===== config.mk =====
export PLATFORM = sky130hd
export DESIGN_NAME = motor_pwm_ctrl
export DESIGN_NICKNAME = d
export VERILOG_FILES = /design/src/rtl/motor_pwm_ctrl.sv
export SDC_FILE = /design/constraint.sdc
export NUM_CORES = 1
export LEC_CHECK = 0
export CAP_MARGIN = 20
export CORE_AREA = 4 4 55 57
export DETAILED_ROUTE_END_ITERATION = 8
export DIE_AREA = 0 0 59 61
export DONT_BUFFER_PORTS = 1
export PLACE_DENSITY_LB_ADDON = 0.15
export SYNTH_ARGS = -nofsm -noshare
export SYNTH_HDL_FRONTEND = slang
export SYNTH_SLANG_ARGS = --single-unit

===== constraint.sdc =====
create_clock -name clock -period 8.27 [get_ports clock]
set_input_delay 1.654 -clock clock [delete_from_list [all_inputs] [get_ports clock]]
set_output_delay 1.654 -clock clock [all_outputs]
set_load 0.1 [all_outputs]

===== src/rtl/motor_pwm_ctrl.sv =====
// Per-motor drive stage: slew-limited PWM, safe direction reversal with dead time,
// immediate brake and latched fault shutdown for one motor driver channel.
module motor_pwm_ctrl #(
   parameter int unsigned PRESCALE   = 64,
   parameter int unsigned RAMP_TICKS = 4,
   parameter int unsigned DEADTIME   = 2
) (
   input  logic       clock,
   input  logic       reset,
   input  logic       enable,
   input  logic       brake,
   input  logic       direction,
   input  logic [4:0] pwm,
   input  logic       fault,
   output logic       pwm_out,
   output logic       dir_out,
   output logic       brake_out,
   output logic       fault_latched,
   output logic       busy
);

   localparam int unsigned DUTY_W = 5;
   localparam int unsigned PRE_W  = (PRESCALE > 1)   ? $clog2(PRESCALE)   : 1;
   localparam int unsigned RAMP_W = (RAMP_TICKS > 1) ? $clog2(RAMP_TICKS) : 1;
   localparam int unsigned DEAD_W = (DEADTIME > 1)   ? $clog2(DEADTIME)   : 1;

   localparam logic [2:0] S_IDLE      = 3'd0;
   localparam logic [2:0] S_RUN       = 3'd1;
   localparam logic [2:0] S_RAMP_DOWN = 3'd2;
   localparam logic [2:0] S_REVERSE   = 3'd3;
   localparam logic [2:0] S_DEADTIME  = 3'd4;
   localparam logic [2:0] S_BRAKE     = 3'd5;
   localparam logic [2:0] S_FAULT     = 3'd6;

   logic [2:0]        state, next_state;
   logic [PRE_W-1:0]  prescaler, prescaler_nxt;
   logic [DUTY_W-1:0] pcnt, pcnt_nxt;
   logic [DUTY_W-1:0] applied_duty, duty_nxt;
   logic [RAMP_W-1:0] ramp_cnt, ramp_cnt_nxt;
   logic [DEAD_W-1:0] dead_cnt, dead_cnt_nxt;
   logic              pwm_nxt, dir_nxt, brake_nxt, fault_nxt, busy_nxt;

   logic              tick_c, boundary_c, ramp_step_c, dead_done_c;
   logic              cur_ramp_c, nxt_ramp_c;
   logic [DUTY_W-1:0] target_c;

   // Free-running PWM timebase and period-boundary events
   always_comb begin
      tick_c      = (prescaler == PRE_W'(PRESCALE - 1));
      boundary_c  = tick_c && (pcnt == 5'd31);
      ramp_step_c = boundary_c && (ramp_cnt == RAMP_W'(RAMP_TICKS - 1));
      dead_done_c = boundary_c && (dead_cnt == DEAD_W'(DEADTIME - 1));
   end

   // Next-state and registered-output values
   always_comb begin
      next_state    = state;
      prescaler_nxt = tick_c ? '0 : prescaler + PRE_W'(1);
      pcnt_nxt      = tick_c ? pcnt + 5'd1 : pcnt;
      duty_nxt      = applied_duty;
      ramp_cnt_nxt  = ramp_cnt;
      dead_cnt_nxt  = dead_cnt;
      dir_nxt       = dir_out;
      target_c      = '0;

      if (fault) begin
         next_state = S_FAULT;
      end else if (state == S_FAULT) begin
         if (!enable) next_state = S_IDLE;
      end else if (brake) begin
         next_state = S_BRAKE;
      end else begin
         case (state)
            S_IDLE: begin
               if (enable) next_state = (direction != dir_out) ? S_DEADTIME : S_RUN;
            end
            S_RUN: begin
               if (!enable)                   next_state = S_RAMP_DOWN;
               else if (direction != dir_out) next_state = S_REVERSE;
            end
            S_RAMP_DOWN: begin
               if (enable)                    next_state = S_RUN;
               else if (applied_duty == '0)   next_state = S_IDLE;
            end
            S_REVERSE: begin
               if (direction == dir_out)      next_state = S_RUN;
               else if (applied_duty == '0)   next_state = S_DEADTIME;
            end
            S_DEADTIME: begin
               if (!enable)                   next_state = S_IDLE;
               else if (dead_done_c)          next_state = S_RUN;
            end
            S_BRAKE:   next_state = S_IDLE;
            default:   next_state = S_IDLE;
         endcase
      end

      cur_ramp_c = (state == S_RUN) || (state == S_RAMP_DOWN) || (state == S_REVERSE);
      nxt_ramp_c = (next_state == S_RUN) || (next_state == S_RAMP_DOWN) ||
                   (next_state == S_REVERSE);

      // Duty only slews on period boundaries; leaving the driving states zeroes it at once
      if (next_state == S_RUN) target_c = pwm;
      if (!nxt_ramp_c) begin
         duty_nxt = '0;
      end else if (cur_ramp_c && ramp_step_c) begin
         if (target_c > applied_duty)      duty_nxt = applied_duty + 5'd1;
         else if (target_c < applied_duty) duty_nxt = applied_duty - 5'd1;
      end

      if (!cur_ramp_c)   ramp_cnt_nxt = '0;
      else if (boundary_c) ramp_cnt_nxt = ramp_step_c ? '0 : ramp_cnt + RAMP_W'(1);

      if (state != S_DEADTIME) dead_cnt_nxt = '0;
      else if (boundary_c)     dead_cnt_nxt = dead_done_c ? '0 : dead_cnt + DEAD_W'(1);

      // Direction is only committed at the end of dead time, with duty still at zero
      if ((state == S_DEADTIME) && (next_state == S_RUN)) dir_nxt = direction;

      pwm_nxt   = nxt_ramp_c && (pcnt < applied_duty);
      brake_nxt = (next_state == S_BRAKE);
      fault_nxt = (next_state == S_FAULT);
      busy_nxt  = !((next_state == S_IDLE) || (next_state == S_BRAKE) ||
                    (next_state == S_FAULT));
   end

   always_ff @(posedge clock) begin
      if (reset) begin
         state         <= S_IDLE;
         prescaler     <= '0;
         pcnt          <= '0;
         applied_duty  <= '0;
         ramp_cnt      <= '0;
         dead_cnt      <= '0;
         pwm_out       <= 1'b0;
         dir_out       <= 1'b0;
         brake_out     <= 1'b0;
         fault_latched <= 1'b0;
         busy          <= 1'b0;
      end else begin
         state         <= next_state;
         prescaler     <= prescaler_nxt;
         pcnt          <= pcnt_nxt;
         applied_duty  <= duty_nxt;
         ramp_cnt      <= ramp_cnt_nxt;
         dead_cnt      <= dead_cnt_nxt;
         pwm_out       <= pwm_nxt;
         dir_out       <= dir_nxt;
         brake_out     <= brake_nxt;
         fault_latched <= fault_nxt;
         busy          <= busy_nxt;
      end
   end

endmodule

After elaboration in Yosys (flattened, before gate mapping). Cells that the tools add are included.

Output and inout port bits: 5. Input port bits: 11. Register bits after elaboration: 27. Logic and storage cells: 80.

Multiplexer cells: 20. Bitwise gates (word level): 2. Magnitude comparators: 3. Eq/ne operators: 16. Add/subtract/negate cells: 6. Reductions and logical operators: 22.

Operators by type and width (number): $mux 3 (14); $mux 5 (3); $pmux 3 s5 (1); $eq 3x2->1 const B (4); $eq 3x3->1 const B (4); $add 5x1->5 const B (2); $lt 5x5->1 (2); $reduce_or 2->1 (4); $add 6x1->6 const B (1); $eq 3x1->1 const B (2); $eq 6x6->1 const B (1); $logic_and 1x1->1 (6); $logic_not 3->1 (2); $logic_or 1x1->1 (6); $eq 5x5->1 const B (1); $gt 5x5->1 (1); $logic_not 5->1 (1); $sub 5x1->5 const B (1); $ne 3x3->1 const B (1); $add 2x1->2 const B (1); $eq 2x2->1 const B (1); $mux 2 (1); $not 1->1 (2); $reduce_and 2->1 (1); 6 further kinds (6).

Logic depth before layout (Yosys ltp).
Depth after elaboration: 14. Mapped depth: 20.

Worst setup path before layout. Ideal clock, no wire load.

Path type: input-to-reg. Start point: input direction. End point: register applied_duty[4]. Buffers on the path: 0. Cell stages on the path: 16. Arrival time: 4.807 ns. Path slack: 3.344 ns. Setup time: 0.119 ns. Path through: xor2_1 > a311oi_1 > o41ai_4 > and3b_2 > and2_1 > ha_1 > a21oi_1 > a21oi_1 > a211oi_1 > nand2b_1 > ha_1 > a21oi_1 > nand3_1 > mux2i_1 > xnor2_1 > nor2_1.

Word-level cells in the longest chain between the ends: 12. Elaborated cells on any way between the ends: 24.

Ends and longest elaborated chain: from (decl) (RTL line 12) `input logic direction,`; $ne 1x1->1 (RTL line 75, 79); $mux 3, on equally long branches (RTL line 79, 75); $mux 3, on equally long branches (RTL line 78, 75); $pmux 3 s5 * (RTL line 73) `case (state)`; $mux 3 * (RTL line 70) `end else if (brake) begin`; $mux 3 * (RTL line 68) `end else if (state == S_FAULT) begin`; $mux 3 * (RTL line 66) `if (fault) begin`; $eq 3x1->1 / $eq 3x2->1 (equally long branches) (RTL line 99, 103); $mux 5 / $logic_or 1x1->1 (equally long branches) (RTL line 103, 99); $gt 5x5->1, or another cell as far along (RTL line 107) `if (target_c > applied_duty) duty_nxt = applied_duty + 5'd1;`; $reduce_bool 2->1 (no source line) / $not 1->1 (equally long branches); $reduce_and 2->1 (no source line) / $reduce_or 2->1 (equally long branches); to (signal assigned) (RTL line 144) `applied_duty <= duty_nxt;`; to (decl) (RTL line 38) `logic [DUTY_W-1:0] applied_duty, duty_nxt;`.

Every way passes the cells marked *; elsewhere a longest branch is shown, timed or not. A chain may end at the register's enable or synchronous reset.

Worst setup path after layout. Ends and elaborated chain as after synthesis.

==> results.cfg <==
[floorplanning]
start_util_pct = 66.3
row_count = 18
pin_count = 16
core_sq_um = 2480
die_h_um = 61
die_x_um = 59
die-area_sq_um = 3600

[global_routing]
grt_pass1_vias = 1288
grt_pass1_wl_um = 5440
gr-total-overflow = 0
antenna_found_initial = 0
grt.total_usage_pct = 19.9
grt_max_degree = 24

[layout]
area_growth_pct = 2.52
n_fill_cell = 211
stdcell_count = 210
drive_gt1_share_pct = 6.11
fin_nets = 209
num_antenna_cells = 0
fin_util_pct = 67.9

[min_path]
hold_class = reg -> reg

[sta]
finalHoldViolations = 0
finalSetupViolations = 0
period_share_pct = 59.7
fin_crit_ps = 4930
drv_slew = 0
rsz0062_at_grt = false
fin_setup_tns_ps = 0
max_freq_mhz = 203
slew_headroom_pct = 28.6
worstMarginPinSlew_ps = 1070
skew_ps = 5.16

[placement]
place_inst = 206
globalplace.congestion = 0.877
dp_hpwl_um = 2440
portBuffers = 0

[pwr]
power_switching_share_pct = 27.8
p_int_uw = 164
pwr-share-seq_pct = 64.2
power_frac_comb_pct = 11.2
clkPwrFrac_pct = 24.6
leakage_nw = 0.695
p_per_area_nw_per_um2 = 135
p_switching_uw = 63.0
peakVddDrop_v = 0.000150

[yosys]
synth.avg_cell_area_sq_um = 9.12
ys_seq_elements = 27
synth.net_count = 208
synth_cells = 180
ys_seq_area_share_pct = 32.9
yosysUniqueCellTypes = 44
syn-cell-area_sq_um = 1640
yosysWarnings = 0

[cts]
cts_tree = built
cts_hold_buffers = 0
cts_setup_buffers = 0
clockBufferDepth = 2
numClockSinks = 27
postCtsResizedCells = 0
htree_levels = 1
clockRootBuffer = clkbuf_4
clk_latency_ps = 330
cts_buffers = 3
clk_pin_slew_ps = 140

[route]
via_per_inst = 6.06
drt_iter0_drc = 43
vias = 1273
wirelength_um = 3070
antenna_left = 0
drc = 0
drt-pass1-iter-count = 4
wl_per_cell_um = 14.6

[outcome]
outcome = completed

[critical_path]
worstSetupPathType = in -> reg
cp_data_required_time_ps = 8500
worstPathCellList = xor2_1 > a311oi_1 > o41ai_4 > and3b_2 > and2_1 > ha_1 > a21oi_1 > a21oi_1 > a211oi_1 > nand2b_1 > ha_1 > a21oi_1 > nand3_1 > mux2i_1 > xnor2_1 > nor2_1
r2r_setup_slack_ps = 3530
critPathBufInv = 0
crit_top_cell = a21oi_1
cp_slowest_stage_delay_ps = 490
worstPathMaxFanout = 6
arrival_ps = 5160
end_kind = flip-flop
startpoint_type = input pin
critPathSlowestCell = o41ai_4
crit_family = compound AO/OA/AOI/OAI gates

[job]
drv_cap = 0
-- stage by stage --
stage | power (mW) | hold WS, ps | worst slack (ps) | area (sq um)
2_1_floorplan | 0.171 | 433 | 3340 | 1640
3_3_place_gp | 0.172 | 437 | 3160 | 1660
3_5_place_dp | 0.174 | 465 | 3000 | 1660
4_1_cts | 0.230 | 485 | 3350 | 1680
5_1_grt | 0.239 | 500 | 3000 | 1680
6_report | 0.227 | 478 | 3340 | 1680
-- cell usage after synthesis --
library cell	count	area, sq um
nor4_4	1	21.3
nand3_1	6	30.0
dfxtp_1	27	541
nor2_1	19	71.3
mux2i_1	8	80.1
clkbuf_1	2	7.51
o21ai_1	1	5.00
o21ai_0	3	15.0
xor2_1	8	70.1
or4b_1	1	10.0
nand3_2	1	10.0
nand3b_1	1	7.51
and4bb_1	1	12.5
a211oi_1	3	22.5
a2111oi_2	1	15.0
and2_1	7	43.8
nor3_1	7	35.0
xnor2_1	6	52.6
or2_2	1	6.26
nand4_1	1	6.26
a311oi_1	1	8.76
and3b_2	1	10.0
a21o_1	1	7.51
and3_1	2	12.5
a2111oi_0	1	8.76
buf_2	1	5.00
o41ai_4	1	27.5
o211a_1	1	10.0
and3b_1	1	8.76
inv_1	8	30.0
a21oi_1	12	60.1
nand2b_1	5	31.3
nor3b_1	1	7.51
a32oi_1	1	8.76
and4_1	3	26.3
or3_1	1	6.26
buf_6	1	11.3
fa_1	1	20.0
a31o_1	1	8.76
ha_1	16	200
nand2_1	11	41.3
nor4_1	2	12.5
nor2b_1	1	6.26
o21ba_2	1	10.0
-- placed cells by master (no fill, tap or decap), types with 2 or more instances in the layout --
| cell | count |
|---|---|
| o21ai_0 | 3 |
| a211oi_1 | 3 |
| and2_1 | 7 |
| nand3_1 | 6 |
| nor3_1 | 7 |
| and3_1 | 2 |
| dfxtp_1 | 27 |
| xor2_1 | 8 |
| mux2i_1 | 8 |
| and4_1 | 3 |
| nor2_1 | 19 |
| ha_1 | 16 |
| inv_1 | 8 |
| xnor2_1 | 6 |
| a21oi_1 | 12 |
| nand2b_1 | 5 |
| clkbuf_4 | 3 |
| nand2_1 | 11 |
| nor4_1 | 2 |
-- power groups by stage --
| stage | sequential, mW | combinational [mW] | clock [mW] |
|---|---|---|---|
| after floorplan | 0.146 | 0.0242 | 0 |
| after global placement | 0.148 | 0.0238 | 0 |
| after detailed placement | 0.149 | 0.0251 | 0 |
| after CTS | 0.146 | 0.0252 | 0.0590 |
| after global routing | 0.146 | 0.0285 | 0.0646 |
| final | 0.146 | 0.0253 | 0.0558 |
-- metal layers --
layer	wire [um]	GRT usage, %	vias to the layer above
li1	-	-	643
met1	1360	24.6	590
met2	1490	33.9	31
met3	151	3.62	9
met4	74	8.74	0
met5	0	0	-
-- state kept, by name, summed over array words and instances, names as in the netlist --
| register | count |
|---|---|
| applied_duty | 5 |
| brake_out | 1 |
| busy | 1 |
| dead_cnt | 1 |
| dir_out | 1 |
| fault_latched | 1 |
| pcnt | 5 |
| prescaler | 6 |
| pwm_out | 1 |
| ramp_cnt | 2 |
| state | 3 |
-- cell type report --
type / count / area (sq um) / share of cell area, %
clock buffer: 3 / 22.5 / 1.34
clock inverter: 1 / 5.00 / 0.297
inverter: 8 / 30.0 / 1.78
multi-input combinational: 141 / 1050 / 62.2
sequential: 27 / 541 / 32.1
tap: 30 / 37.5 / 2.23
-- path summary, 6_finish.rpt --
kind	start	cells after the start	end
max	direction	16	applied_duty[4]$_SDFFE_PP0P_
min	prescaler[0]$_SDFF_PP0_	1	prescaler[0]$_SDFF_PP0_
max reg2reg	dir_out$_SDFFE_PP0P_	16	applied_duty[4]$_SDFFE_PP0P_
min reg2reg	prescaler[0]$_SDFF_PP0_	1	prescaler[0]$_SDFF_PP0_
-- cell families (layout without fill, tap and decap cells) --
kind of cell               Yosys count  in the layout  synth area share [%]
xor gates and xnor gates            14             14                  7.47
buffers and inverters               12             12                  3.28
muxes                                8              8                  4.88
and+or+nand+nor                     74             74                  25.4
DFF                                 27             27                  32.9
AOI/OAI and AO/OA                   28             28                  12.7
adders and majority gates           17             17                  13.4
Note: power is estimated with default switching activity, not from simulation.
